[src/rtl/video_stream_pkg.sv]
// Shared types and defaults for the video stream transmitter.
package video_stream_pkg;

    localparam int unsigned IMAGE_W_DEFAULT = 640;
    localparam int unsigned IMAGE_H_DEFAULT = 480;
    localparam int unsigned CoordW          = 11;

    // Packet tracking states: between packets, inside a video frame, inside a control packet.
    typedef enum logic [1:0] {StIdle, StVideo, StCtrl} state_e;

    typedef logic [23:0] pixel_t;

    // One buffered beat: delimiters plus the {red, green, blue} word.
    typedef struct packed {
        logic   sop;
        logic   eop;
        pixel_t data;
    } beat_t;

    function automatic pixel_t pack_pixel(input logic [7:0] r, input logic [7:0] g,
                                          input logic [7:0] b);
        return {r, g, b};
    endfunction

endpackage

[src/rtl/stream_fifo.sv]
// Small synchronous FIFO with registered occupancy; read data is zero while empty.
module stream_fifo #(
    parameter int unsigned WIDTH = 26,
    parameter int unsigned DEPTH = 4
) (
    input  logic             clk,
    input  logic             reset_n,
    input  logic             push,
    input  logic [WIDTH-1:0] wdata,
    input  logic             pop,
    output logic [WIDTH-1:0] rdata,
    output logic             empty,
    output logic             full
);

    localparam int unsigned PtrW = (DEPTH > 1) ? $clog2(DEPTH) : 1;
    localparam int unsigned CntW = $clog2(DEPTH + 1);

    logic [WIDTH-1:0] mem_q [DEPTH];
    logic [PtrW-1:0]  wr_ptr_q, rd_ptr_q;
    logic [CntW-1:0]  count_q;
    logic             do_push, do_pop;

    assign empty   = (count_q == '0);
    assign full    = (count_q == CntW'(DEPTH));
    assign do_push = push && !full;
    assign do_pop  = pop && !empty;
    assign rdata   = empty ? '0 : mem_q[rd_ptr_q];

    // Storage array; contents are don't-care until written, so no reset.
    always_ff @(posedge clk) begin
        if (do_push) begin
            mem_q[wr_ptr_q] <= wdata;
        end
    end

    // Pointers wrap naturally because DEPTH is a power of two.
    always_ff @(posedge clk or negedge reset_n) begin
        if (!reset_n) begin
            wr_ptr_q <= '0;
            rd_ptr_q <= '0;
            count_q  <= '0;
        end else begin
            if (do_push) wr_ptr_q <= wr_ptr_q + PtrW'(1);
            if (do_pop)  rd_ptr_q <= rd_ptr_q + PtrW'(1);
            case ({do_push, do_pop})
                2'b10:   count_q <= count_q + CntW'(1);
                2'b01:   count_q <= count_q - CntW'(1);
                default: count_q <= count_q;
            endcase
        end
    end

endmodule

[src/rtl/video_stream_tx.sv]
// Video/control packet framer: tracks packet position, tags eop, buffers beats for the sink.
module video_stream_tx
    import video_stream_pkg::*;
#(
    parameter int unsigned IMAGE_W    = IMAGE_W_DEFAULT,
    parameter int unsigned IMAGE_H    = IMAGE_H_DEFAULT,
    parameter int unsigned CTRL_BEATS = 4,
    parameter int unsigned FIFO_DEPTH = 4
) (
    input  logic              clk,
    input  logic              reset_n,
    input  logic              in_valid,
    output logic              in_ready,
    input  logic              in_sop,
    input  logic              in_packet_video,
    input  logic [7:0]        red,
    input  logic [7:0]        green,
    input  logic [7:0]        blue,
    output logic [23:0]       source_data,
    output logic              source_valid,
    input  logic              source_ready,
    output logic              source_sop,
    output logic              source_eop,
    output logic [CoordW-1:0] x,
    output logic [CoordW-1:0] y,
    output logic              frame_done,
    output logic              err_short
);

    localparam int unsigned       CntW     = (CTRL_BEATS > 1) ? $clog2(CTRL_BEATS) : 1;
    localparam logic [CoordW-1:0] LastX    = CoordW'(IMAGE_W - 1);
    localparam logic [CoordW-1:0] LastY    = CoordW'(IMAGE_H - 1);
    localparam logic [CntW-1:0]   LastBeat = CntW'(CTRL_BEATS - 1);

    state_e            state_q, state_d;
    logic [CoordW-1:0] x_q, x_d, y_q, y_d;
    logic [CntW-1:0]   cnt_q, cnt_d;
    logic              frame_done_q, frame_done_d;
    logic              err_short_q, err_short_d;

    logic  accept, push, pop, fifo_empty, fifo_full;
    beat_t push_beat, pop_beat;

    assign in_ready     = !fifo_full;
    assign accept       = in_valid && in_ready;
    assign source_valid = !fifo_empty;
    assign pop          = source_valid && source_ready;
    assign source_data  = pop_beat.data;
    assign source_sop   = pop_beat.sop;
    assign source_eop   = pop_beat.eop;
    assign x            = x_q;
    assign y            = y_q;
    assign frame_done   = frame_done_q;
    assign err_short    = err_short_q;

    // Packet state, coordinates, control beat counter and status flags.
    always_ff @(posedge clk or negedge reset_n) begin
        if (!reset_n) begin
            state_q      <= StIdle;
            x_q          <= '0;
            y_q          <= '0;
            cnt_q        <= '0;
            frame_done_q <= 1'b0;
            err_short_q  <= 1'b0;
        end else begin
            state_q      <= state_d;
            x_q          <= x_d;
            y_q          <= y_d;
            cnt_q        <= cnt_d;
            frame_done_q <= frame_done_d;
            err_short_q  <= err_short_d;
        end
    end

    // Next-state: classify each accepted beat, tag eop and decide whether it is buffered.
    always_comb begin
        state_d        = state_q;
        x_d            = x_q;
        y_d            = y_q;
        cnt_d          = cnt_q;
        err_short_d    = err_short_q;
        frame_done_d   = 1'b0;
        push           = 1'b0;
        push_beat.sop  = in_sop;
        push_beat.eop  = 1'b0;
        push_beat.data = pack_pixel(red, green, blue);

        if (accept) begin
            if (in_sop) begin
                // A header inside a packet truncates the old one; restart cleanly.
                if (state_q != StIdle) err_short_d = 1'b1;
                x_d     = '0;
                y_d     = '0;
                cnt_d   = in_packet_video ? CntW'(0) : CntW'(1);
                state_d = in_packet_video ? StVideo : StCtrl;
                push    = 1'b1;
            end else begin
                unique case (state_q)
                    StVideo: begin
                        push = 1'b1;
                        if (x_q == LastX && y_q == LastY) begin
                            push_beat.eop = 1'b1;
                            frame_done_d  = 1'b1;
                            x_d           = '0;
                            y_d           = '0;
                            state_d       = StIdle;
                        end else if (x_q == LastX) begin
                            x_d = '0;
                            y_d = y_q + CoordW'(1);
                        end else begin
                            x_d = x_q + CoordW'(1);
                        end
                    end
                    StCtrl: begin
                        push = 1'b1;
                        if (cnt_q == LastBeat) begin
                            push_beat.eop = 1'b1;
                            cnt_d         = '0;
                            state_d       = StIdle;
                        end else begin
                            cnt_d = cnt_q + CntW'(1);
                        end
                    end
                    default: begin
                        // Stray beat between packets: consumed but not forwarded.
                        push = 1'b0;
                    end
                endcase
            end
        end
    end

    stream_fifo #(
        .WIDTH ($bits(beat_t)),
        .DEPTH (FIFO_DEPTH)
    ) u_fifo (
        .clk     (clk),
        .reset_n (reset_n),
        .push    (push),
        .wdata   (push_beat),
        .pop     (pop),
        .rdata   (pop_beat),
        .empty   (fifo_empty),
        .full    (fifo_full)
    );

endmodule

[config.mk]
export PLATFORM = sky130hd
export DESIGN_NAME = video_stream_tx
export DESIGN_NICKNAME = d
export VERILOG_FILES = /design/src/rtl/video_stream_pkg.sv /design/src/rtl/stream_fifo.sv /design/src/rtl/video_stream_tx.sv
export SDC_FILE = /design/constraint.sdc
export NUM_CORES = 1
export LEC_CHECK = 0
export BUFFER_PORTS_ARGS = -buffer_cell sky130_fd_sc_hd__buf_4
export CAP_MARGIN = 20
export CORE_ASPECT_RATIO = 1.1
export CORE_MARGIN = 10
export CORE_UTILIZATION = 36
export DETAILED_ROUTE_END_ITERATION = 8
export PLACE_DENSITY = 0.58
export SLEW_MARGIN = 30
export SYNTH_ARGS = -nofsm -noshare
export SYNTH_HDL_FRONTEND = slang
export SYNTH_SLANG_ARGS = --single-unit
[constraint.sdc]
create_clock -name clk -period 2.9 [get_ports clk]
set_input_delay 0.29 -clock clk [delete_from_list [all_inputs] [get_ports clk]]
set_output_delay 0.29 -clock clk [all_outputs]
set_load 0.03 [all_outputs]
==> impl_metrics.env <==
export IMPL_cts_sinks=139
export IMPL_vdd_drop_max_mv=0.4692
export IMPL_cts_setup_buffers=0
export IMPL_finalClockSkew_ns=0.006622
export IMPL_period_minus_slack_ns=2.460
export IMPL_yosys_warnings=0
export IMPL_drv_cap=0
export IMPL_status="complete, no violations"
export IMPL_initial_core_util=0.3652
export IMPL_avgSynthCellArea_um2=15.91
export IMPL_nets=513
export IMPL_post_place_ws_ns=0.2323
export IMPL_wl_met1_mm=5.624
export IMPL_top_layer_used="met4"
export IMPL_powerDensity_nw_per_um2=1053
export IMPL_antenna_found_initial=0
export IMPL_drive_above_1_share=0.3244
export IMPL_synth_fa_ha_area_frac=0.02657
export IMPL_drc=0
export IMPL_antenna_left=0
export IMPL_htreeDepth=4
export IMPL_area_delta_synth_final_pct=25.31
export IMPL_p_leak_nw=2.830
export IMPL_path_clk_slew_ns=0.06
export IMPL_gp_congestion=0.8110
export IMPL_synth_cells=373
export IMPL_root_buffer="clkbuf_16"
export IMPL_met3_length_um=758
export IMPL_crit_required_ns=2.61
export IMPL_hpwl_mm=8.304
export IMPL_start_kind="flop"
export IMPL_power_mw=7.831
export IMPL_crit_arrival_ns=2.17
export IMPL_final_max_slew_viol_count=0
export IMPL_hp_class="in2reg"
export IMPL_synth_xor_area_frac=0.01771
export IMPL_yosys_top_cells_area="edfxtp_1 53%, dfrtp_1 15%, mux4_2 9.9%, and2_1 3.3%, ha_1 2.3%"
export IMPL_rsz0062_at_grt="false"
export IMPL_first_pass_iters=4
export IMPL_synthMuxAreaShare=0.1080
export IMPL_hold_viol_final=0
export IMPL_grtUsageTotal=0.1201
export IMPL_slew_headroom=0.4940
export IMPL_dieHeight_um=154.6
export IMPL_worstSetupPathType="reg2out"
export IMPL_synth_edf_count=104
export IMPL_synth_top_cell_area_share=0.5264
export IMPL_clk_latency_ns=0.42
export IMPL_vias=3439
export IMPL_synth_cell_types=48
export IMPL_finalSetupViolations=0
export IMPL_synth_most_common_cell="edfxtp_1"
export IMPL_wl_mm=12.58
export IMPL_grt_max_degree=36
export IMPL_viasPerCell=4.999
export IMPL_grt_pass1_wl_mm=20.78
export IMPL_drt_iter0_drc=170
export IMPL_overflow=0
export IMPL_die_x_um=142.4
export IMPL_synthSimpleGateAreaFrac=0.1059
export IMPL_ios=82
export IMPL_wire_per_inst_um=18.29
export IMPL_worst_slack_ns=0.4396
export IMPL_cts_made_buffers=17
export IMPL_io_buffers=81
export IMPL_cts_path_max_buffers=2
export IMPL_grt_pass1_vias=3877
export IMPL_synth_top_family_by_area="multiplexers"
export IMPL_rows=49
export IMPL_core_area_um2=16250
export IMPL_path_max_fanout=14
export IMPL_synth_nets=415
export IMPL_yosys_top_cells_count="104 x edfxtp_1, 35 x dfrtp_1, 31 x and2_1"
export IMPL_syn_cell_area_um2=5933
export IMPL_async_reset_ff_frac=0.2518
export IMPL_min_period_over_period=0.8484
export IMPL_r2r_setup_slack_ns=0.45
export IMPL_met2_length_mm=6.011
export IMPL_die_area_um2=22020
export IMPL_synth_compound_area_frac=0.04977
export IMPL_max_clock_freq_ghz=0.4064
export IMPL_antennaDiodeCount=0
export IMPL_crit_path_end_kind="primary output"
export IMPL_yosysTopAreaCell="edfxtp_1"
export IMPL_worstMarginPinSlew_ns=0.7485
export IMPL_synth_ff_type="edfxtp_1"
export IMPL_cts_tree="yes"
export IMPL_ys_seq_area_frac=0.6740
export IMPL_ys_seq_elements=139
export IMPL_tns_ns=0
-- cells in the final DEF, fill, tap and decap left out, types with 7 or more instances in the layout --
cell type	synthesis	final
xor2_1	9	9
dfrtp_1	35	34
o21ai_0	13	13
buf_4	1	92
ha_1	11	11
mux4_2	26	26
and3_1	7	7
edfxtp_1	104	104
nand2_1	23	23
nand3_1	11	11
nor2_1	15	15
clkbuf_16	0	17
inv_1	11	11
and2_1	31	31
-- sequential cells by signal (all words and copies together) (netlist names) --
register and cells:
u_fifo.rd_ptr_q 2, state_q 2, x 11, cnt_q 2, u_fifo.count_q 3, y 11, err_short 1, u_fifo.mem_q 104
frame_done 1, u_fifo.wr_ptr_q 2
-- metrics by stage --
stage	cell area (µm²)	std cells	util	hold slack (ns)
CTS	7430	688	0.4573	0.05293
global placement	6834	655	0.4206	0.2776
floorplan	5933	373	-	-0.005591
global route	7435	688	0.4576	0.05440
finish	7435	688	0.4576	0.07128
detailed placement	6834	655	0.4206	0.2812
-- cell families (layout without fill, tap and decap cells) --
logic type      count (synthesis)  count (layout)
fa+ha+maj                      12              12
mux                            31              31
simple gates                  111             111
flops                         139             139
xor+xnor                       12              12
compound gates                 42              42
buf+inv                        26             137
-- routing by layer --
layer	global-route usage	up-vias
met5	0	-
met4	0.04050	0
met3	0.04625	16
met2	0.1909	75
met1	0.1460	1727
li1	-	1621
-- what timing repair did --
item	in CTS	in global routing
hold buffers	1	0
gates resized for setup	0	1
endpoints found under the hold margin	35	0
endpoints found under the setup margin	0	1
-- where the power goes --
| group | internal [mW] | switching [mW] | total [mW] |
|---|---|---|---|
| registers | 2.56 | 0.255 | 2.81 |
| clock network | 1.34 | 0.799 | 2.14 |
| logic | 1.26 | 1.61 | 2.88 |
| total | 5.16 | 2.67 | 7.83 |
-- worst max-delay path: stages, from the launching register on --
cell and delay [ns]:
dfrtp_2 0.66, buf_4 0.25, mux4_2 0.51, and2_1 0.17
buf_4 0.16
-- final timing paths --
path / depth (start not counted) / start / end
max in group asynchronous: 2 / reset_n / u_fifo.rd_ptr_q[0]
max: 4 / u_fifo.rd_ptr_q[0] / source_data[21]
max reg2reg: 11 / u_fifo.count_q[1] / u_fifo.count_q[2]
min in group asynchronous: 2 / reset_n / x[8]
min reg2reg: 1 / err_short / err_short
min: 1 / green[3] / u_fifo.mem_q[1][11]
-- layout make-up --
class,count,area [µm²]
clock buffers,20,436.7
repair buffers,94,720.7
well taps,204,255.2
multi-input cells,208,1832
clock inverters,12,148.9
flip-flops and latches,139,4000
fillers,1436,8812
inverters,11,41.29
Power figures use the tool's default switching activity.
